## src/rtl/pipe_stage_skid_reg.sv

```systemverilog
// pipe_stage_skid_reg: pipeline stage register with a 2-entry skid buffer and fully registered in_ready.
// Optional stall/bubble counters are enabled by defining PIPE_STAGE_SKID_PERF_EN.
module pipe_stage_skid_reg #(
    parameter int DATA_W        = 32,
    parameter bit ZERO_ON_FLUSH = 1'b1
`ifdef PIPE_STAGE_SKID_PERF_EN
    ,
    parameter int CNT_W         = 16
`endif
) (
    input  logic              clk,
    input  logic              rst_n,
    input  logic              flush,
    input  logic              in_valid,
    output logic              in_ready,
    input  logic [DATA_W-1:0] in_data,
    output logic              out_valid,
    input  logic              out_ready,
    output logic [DATA_W-1:0] out_data
`ifdef PIPE_STAGE_SKID_PERF_EN
    ,
    output logic [CNT_W-1:0]  stall_cnt,
    output logic [CNT_W-1:0]  bubble_cnt
`endif
);
    // state bits are {main_v, skid_v}, so both handshake outputs come straight from flops
    typedef enum logic [1:0] {
        EMPTY = 2'b00,
        HALF  = 2'b10,
        FULL  = 2'b11
    } state_t;
    state_t            state_q;
    logic [DATA_W-1:0] main_data_q;
    logic [DATA_W-1:0] skid_data_q;
    assign out_valid = state_q[1];
    assign in_ready  = !state_q[0];
    assign out_data  = main_data_q;
    always_ff @(posedge clk or negedge rst_n) begin
        if (!rst_n) begin
            state_q     <= EMPTY;
            main_data_q <= '0;
            skid_data_q <= '0;
        end else if (flush) begin
            state_q <= EMPTY;
            if (ZERO_ON_FLUSH) begin
                main_data_q <= '0;
                skid_data_q <= '0;
            end
        end else begin
            case (state_q)
                EMPTY: if (in_valid) begin
                    main_data_q <= in_data;
                    state_q     <= HALF;
                end
                HALF: if (in_valid && out_ready) begin
                    main_data_q <= in_data;
                end else if (in_valid) begin
                    skid_data_q <= in_data;
                    state_q     <= FULL;
                end else if (out_ready) begin
                    state_q <= EMPTY;
                end
                FULL: if (out_ready) begin
                    main_data_q <= skid_data_q;
                    state_q     <= HALF;
                end
                default: state_q <= EMPTY;
            endcase
        end
    end
`ifdef PIPE_STAGE_SKID_PERF_EN
    always_ff @(posedge clk or negedge rst_n) begin
        if (!rst_n) begin
            stall_cnt  <= '0;
            bubble_cnt <= '0;
        end else begin
            if (out_valid && !out_ready && !(&stall_cnt)) stall_cnt <= stall_cnt + 1'b1;
            if (!out_valid && !(&bubble_cnt)) bubble_cnt <= bubble_cnt + 1'b1;
        end
    end
`endif
endmodule

```

## config.mk

```make
export PLATFORM = sky130hd
export DESIGN_NAME = pipe_stage_skid_reg
export DESIGN_NICKNAME = d
export VERILOG_FILES = /design/src/rtl/pipe_stage_skid_reg.sv
export SDC_FILE = /design/constraint.sdc
export NUM_CORES = 1
export LEC_CHECK = 0
export CAP_MARGIN = 30
export CORE_MARGIN = 3
export CORE_UTILIZATION = 25
export DETAILED_ROUTE_END_ITERATION = 10
export PLACE_DENSITY_LB_ADDON = 0.05
export SYNTH_ARGS = -nofsm -noshare
export SYNTH_HDL_FRONTEND = slang
export SYNTH_SLANG_ARGS = --single-unit
```

## constraint.sdc

```tcl
create_clock -name clk -period 1.65 [get_ports clk]
set_clock_uncertainty 0.1 [all_clocks]
set_input_delay 0.33 -clock clk [delete_from_list [all_inputs] [get_ports clk]]
set_output_delay 0.33 -clock clk [all_outputs]
set_load 0.02 [all_outputs]
```

==> summary.txt, run 1 <==
Worst setup path
  – Critical Setup Path Class: reg -> reg
  – Crit path largest cell delay: 0.44 ns
  – CP delay by family, top: compound AO/OA/AOI/OAI gates
  – CP max FO: 11
  – Critical path, cell by cell: inv_2 -> ha_4 -> nor4bb_2 -> a311o_2 -> buf_6 -> buf_12 -> a211oi_2
  – Slowest cell on the critical path: dfrtp_2
  – Startpoint types: flop
  – Worst-case reg-to-reg path depth: 7
  – Req. time, crit path: ~1.8 ns
  – CP endpoint kind: flop
  – Crit path buf inv count: 3
  – Crit path depth: 7
  – Worst EP arrival: between 2 and 2.5 ns

Synth
  – Sequential area share after synthesis: 0.5355
  – Yosys top cell area share: 0.5355
  – Count leader, synth: dfrtp_1
  – Synth top area cells: dfrtp_1 (54%), a211oi_2 (11%), mux2i_1 (11%)
  – Commonest cells post-synth: dfrtp_1 (66), mux2i_1 (33), a22o_1 (32), a211oi_2 (28), nor2_1 (25)
  – Largest area contributor in the netlist: dfrtp_1
  – Syn avg cell area: roughly 13 um^2
  – Post-Syn Area: between 3000 and 4000 um^2
  – Synth Register Bits: 66
  – Async set or reset register ratio after synthesis: 1.000
  – Top_reg_cell synth: dfrtp_1
  – Syn Nets: 279
  – Yosys warns: 0
  – Post-synth EDFFs: 0
  – Post-Syn Instances: 238
  – Post-synthesis cell type count: 24

STA
  – Fin. max-slew vios: 0
  – Final Cycle Share: 1.164
  – Worst Tran Pin Value: 0.3517 ns
  – Fmax: 520.8 MHz
  – Unrepaired setup endpoints after global routing: true
  – Setup_tns: -12.24 ns
  – Setup Viol. Count Final: 66
  – Slack of the critical path: -0.2700 ns
  – Final Hold Fails: 0
  – Relative slew margins: 0.7655
  – Min cycle time layout: 1.920 ns
  – Hold_ws: 0.2494 ns

Clocking
  – Number of clock buffers inserted by TritonCTS: 9
  – Maximum clock path buffer count: 2
  – Root buf cell: clkbuf_16
  – Clk pin slew, worst setup/hold paths: around 0.050 ns
  – Clock Sinks: 66
  – H-Tree Depth: 3
  – Worst-Skew Late Latency: 0.32 ns
  – CTS tree: yes

Route
  – Post-route ant nets: 0
  – 1st-pass router iterations: 4
  – DR iter-0 viols: 95
  – Routed WL per cell: 18.07 um
  – Via count: 2338
  – DR vias/cell: approximately 4.8
  – Drt total wl: 8800 um
  – Residual DRC: 0

Floorplan
  – FP Rows: 39
  – Initial Utilization: 0.2634
  – Die Wd: 117.1 um
  – IO Count: 71
  – Core box area: around 12000 um^2
  – Die area: ~14000 um^2
  – Die Ht: 117.1 um

Placement
  – Place WS: -0.5423 ns
  – Placed wire-length estimate: about 5300 um
  – Placed insts: 452
  – Port bufs: 70
  – RD Place Congestion: about 0.67

Cells and area
  – Post-route insts no fill: 487
  – Area Growth Syn to Fin: 56.67%
  – Fillcell total: between 1000 and 1500
  – # diodes: 0
  – Nets: approximately 380
  – Fraction of layout cells with a size suffix above 1: 0.3983

GRT
  – Total GRT Usage: 0.1381
  – First-pass GRT wire length: 14080 um
  – Initial antenna violation count: 0
  – Largest net degree at the start of global routing: 28
  – Grt ovf: 0
  – Number of global-route vias before repair: 2443

Pwr
  – Power Density: ~1500 nW/um^2
  – VDD IR-drop max: 659.5 uV
  – Design Power: 7.393 mW
  – Leakage: 2.097 nW

Status
  – Violated checks: negative setup slack
  – Outcome: finished, violations left

Min path
  – Hold path cells: 2
  – Hold crit path type: in -> reg

Run
  – Max_cap viols: 0
==> worst paths after layout <==
path	end	start	slack [ns]
setup reg to reg	out_data[15]	state_q[1]	-0.27
setup / recovery	out_data[15]	state_q[1]	-0.27
min in group asynchronous	out_data[17]	rst_n	0.34
hold / removal	out_data[22]	flush	0.25
max in group asynchronous	out_data[30]	rst_n	0.65
hold reg to reg	skid_data_q[21]	skid_data_q[21]	0.41
==> metrics by stage <==
stage               area (um^2)    util
floorplan                  3154       -
global placement           4105  0.3505
detailed placement         4105  0.3505
CTS                        4732  0.4041
global route               4832  0.4126
finish                     4832  0.4126
==> report_power, final <==
| group | internal [mW] | total (mW) | switching [mW] |
|---|---|---|---|
| Clock | 0.995 | 1.69 | 0.692 |
| Combinational | 1.68 | 3.42 | 1.74 |
| Sequential | 1.97 | 2.29 | 0.318 |
==> routing by layer <==
layer  routed length [um]  global-route usage
met3                  395             0.03959
met4                   88             0.03670
met5                    0                   0
met1                 4253              0.1957
met2                 4063              0.2074
==> repair_timing <==
item / in CTS / in global routing
cloned: 6 / 0
setup endpoints to repair: 100 / 67
gates resized for setup: 88 / 12
hold endpoints to repair: 17 / 0
pin swaps: 3 / 6
setup buffers: 9 / 4
hold buffers: 1 / 0
==> sequential cells by signal, summed over array words and instances (netlist names) <==
name / count
state_q: 2
out_data: 32
skid_data_q: 32
==> cells by family after synthesis <==
kind of cell | share of synthesized area
XOR/XNOR | 0.002840
adder cells (fa/ha/maj) | 0.01623
multiplexers | 0.1108
AO/OA/AOI/OAI | 0.2256
buffers and inverters | 0.04665
flip-flops | 0.5355
AND/OR/NAND/NOR | 0.06248
==> layout by cell type (no fill, tap or decap), drive strengths merged <==
master / instances
clkdlybuf4s15: 1
a211o: 1
o21bai: 1
nor4bb: 1
dlygate4sd2: 33
clkbuf: 9
mux2i: 33
a221oi: 1
a311o: 1
inv: 3
xnor2: 1
dlygate4sd3: 1
a211oi: 32
dfrtp: 66
clkdlybuf4s50: 33
clkinv: 4
nor2b: 1
a22o: 32
nor3: 2
and3: 1
ha: 4
buf: 43
mux2: 1
nand2: 1
clkinvlp: 2
nor2: 36
==> final cells by class <==
type | instances | area [um^2] | area share
clock buffer | 9 | 225.2 | 0.04661
clock inverter | 6 | 35.03 | 0.007250
inverter | 3 | 13.76 | 0.002848
multi-input combinational | 149 | 1536 | 0.3180
sequential | 66 | 1654 | 0.3423
tap | 143 | 178.9 | 0.03703
timing repair buffer | 111 | 1189 | 0.2460
Power figures use the tool's default switching activity.
==> run 2, diff against run 1 <==
- CTS_CLUSTER_DIAMETER: unset -> 120
- REMOVE_ABC_BUFFERS: unset -> 1
==> run 2 against run 1 <==
Against the previous run: the run still ends with negative setup slack left; combinational power shrank 26%; worst hold slack gained 0.13 ns; critical path depth shrank 1; power shrank 7.9%; clock-buffer cell count grew 4; non-clock buffer count shrank 10; cell count shrank 2.1%; first-iteration DRC count grew 41%; critical path type unchanged; highest routed layer unchanged.
==> summary.txt, run 2 (same netlist as run 1, synthesis figures left out) <==
Cells and area
  – Post-route insts no fill: 477 (-2.1%)
  – # diodes: 0 (unchanged)
  – Fillcell total: 1173 (+3.7%)
  – Nets: 371 (-2.6%)
  – Area Growth Syn to Fin: 45.92%
  – Most frequent cells in the layout: dfrtp_1 (66), clkdlybuf4s50_1 (34), mux2i_1 (33), dlygate4sd2_1 (33), a22o_1 (32)
  – Fraction of layout cells with a size suffix above 1: 0.3024 (-0.09586)
  – Most common cell after layout, fill and taps aside: dfrtp_1

GRT
  – Total GRT Usage: 0.1368 (-0.001258)
  – Grt ovf: 0 (unchanged)
  – Initial antenna violation count: 0 (unchanged)
  – Number of global-route vias before repair: 2415 (-1.1%)
  – Largest net degree at the start of global routing: 35 (+25%)
  – First-pass GRT wire length: 13970 um (-0.78%)

Run
  – Max_cap viols: 0 (unchanged)

Worst setup path
  – Flop-to-flop setup slack: -0.22 ns (+0.05 ns)
  – Worst EP arrival: 2.00 ns (-0.06 ns)
  – Crit Reg-Reg Startpoint: state_q[1]
  – Critical Setup Path Class: reg -> reg
  – RR Endpoint: out_data[19]
  – Startpoint types: flop
  – CP max FO: 34 (+23)
  – CP endpoint kind: flop
  – Req. time, crit path: 1.78 ns (about the same)
  – Worst-case reg-to-reg path depth: 6 (-1)

Clocking
  – Root buf cell: clkbuf_16
  – CTS tree: yes
  – H-Tree Depth: 3 (unchanged)
  – Clock Sinks: 66 (unchanged)
  – Worst-Skew Late Latency: 0.32 ns (about the same)
  – Number of clock buffers inserted by TritonCTS: 9 (unchanged)
  – Maximum clock path buffer count: 2 (unchanged)
  – Clk pin slew, worst setup/hold paths: 0.05 ns (about the same)

Placement
  – Place WS: -0.5139 ns (+0.02836 ns)
  – Port bufs: 70 (unchanged)
  – Placed insts: 451 (-0.22%)
  – RD Place Congestion: 0.6855 (+2.7%)
  – Placed wire-length estimate: 5176 um (-2.3%)

STA
  – Min cycle time layout: 1.869 ns (-0.05069 ns)
  – Final Hold Fails: 0 (unchanged)
  – Fin. max-slew vios: 0 (unchanged)
  – Worst Tran Pin Value: 0.3803 ns (+0.02855 ns)
  – Relative slew margins: 0.7465 (-0.01903)
  – Slack of the critical path: -0.2193 ns (+0.05069 ns)
  – Fmax: 535.0 MHz (+2.7%)
  – Setup Viol. Count Final: 66 (unchanged)
  – Unrepaired setup endpoints after global routing: true
  – Final Cycle Share: 1.133 (-0.03072)

Route
  – Via count: 2242 (-4.1%)
  – Routed WL per cell: 18.01 um (-0.33%)
  – Drt total wl: 8591 um (-2.4%)
  – 1st-pass router iterations: 4 (unchanged)
  – Post-route ant nets: 0 (unchanged)
  – DR iter-0 viols: 134 (+41%)
  – Residual DRC: 0 (unchanged)
  – DR vias/cell: 4.700 (-2.1%)

Floorplan
  – Core box area: 11710 um^2 (unchanged)
  – Die Wd: 117.1 um (unchanged)
  – Die Ht: 117.1 um (unchanged)
  – IO Count: 71 (unchanged)
  – FP Rows: 39 (unchanged)
  – Die area: 13710 um^2 (unchanged)
  – Initial Utilization: 0.2634 (unchanged)

Pwr
  – Leakage: 1.992 nW (-5.0%)
  – VDD IR-drop max: 569.2 uV (-14%)
  – Power Density: 1513 nW/um^2 (-1.1%)

Min path
  – Hold crit path type: in -> async

Status
  – Violated checks: negative setup slack
  – Outcome: finished, violations left
==> run 2: changes by cell type in the layout (fill, tap and decap cells not counted), sizes merged <==
cell and change:
buf -11, bufinv +2, clkbuf +4, clkdlybuf4s50 +1, clkinv -4, clkinvlp -2
==> run 2: area by class of cell <==
cell class	instances	area [um^2]	area share
multi-input combinational	149	1356	0.3014
timing repair buffer	101	982.2	0.2182
clock buffer	13	260.3	0.05783
clock inverter	2	60.06	0.01334
tap	143	178.9	0.03976
inverter	3	11.26	0.002502
sequential	66	1652	0.3670
==> run 2: worst max path at each step <==
stage	to	startpoint
4_1_cts	out_data[1]	state_q[0]
3_3_place_gp	skid_data_q[11]	in_valid
2_1_floorplan	out_data[0]	state_q[1]
5_1_grt	out_data[19]	state_q[1]
3_5_place_dp	skid_data_q[21]	in_valid
6_report	out_data[19]	state_q[1]
==> run 2: metal layers <==
layer,wire [um],vias up,GRT usage
li1,-,1062,-
met1,4243,1120,0.1940
met2,3892,55,0.2033
met3,363,5,0.03856
met4,91,0,0.04128
met5,0,-,0
==> run 2: worst max-delay path: stages (launching register included) <==
cell and delay, ns:
dfrtp_1 0.41, ha_2 0.23, nor4bb_1 0.28, a311o_2 0.23
buf_12 0.24, nor2_1 0.07, a211oi_2 0.20
==> run 2: what timing repair did <==
item | in CTS | in global routing
endpoints found under the hold margin | 24 | 0
endpoints found under the setup margin | 100 | 67
pin swaps | 2 | 1
resized for setup | 50 | 9
hold buffers | 1 | 0
cloned | 4 | 0
buffers inserted | 6 | 0
==> run 2: report_power, final <==
part | internal (mW) | leakage [nW] | total, mW | switching [mW]
combinational | 1.10 | 0.943 | 2.52 | 1.42
sequential | 1.97 | 0.893 | 2.19 | 0.225
clock | 1.40 | 0.156 | 2.10 | 0.697
total | 4.47 | 1.99 | 6.81 | 2.35
==> run 2: per-stage QoR <==
step / hold slack [ns] / power [mW] / TNS, ns / cell area (um^2) / utilization
CTS: 0.4068 / 6.886 / -10.44 / 4481 / 0.3826
global placement: 0.1826 / 4.848 / -30.43 / 4035 / 0.3446
floorplan: -0.06559 / 3.692 / -129.93 / 2952 / -
detailed placement: 0.1823 / 4.857 / -32.10 / 4035 / 0.3446
finish: 0.3811 / 6.811 / -8.130 / 4501 / 0.3843
global route: 0.4132 / 7.237 / -14.96 / 4501 / 0.3843
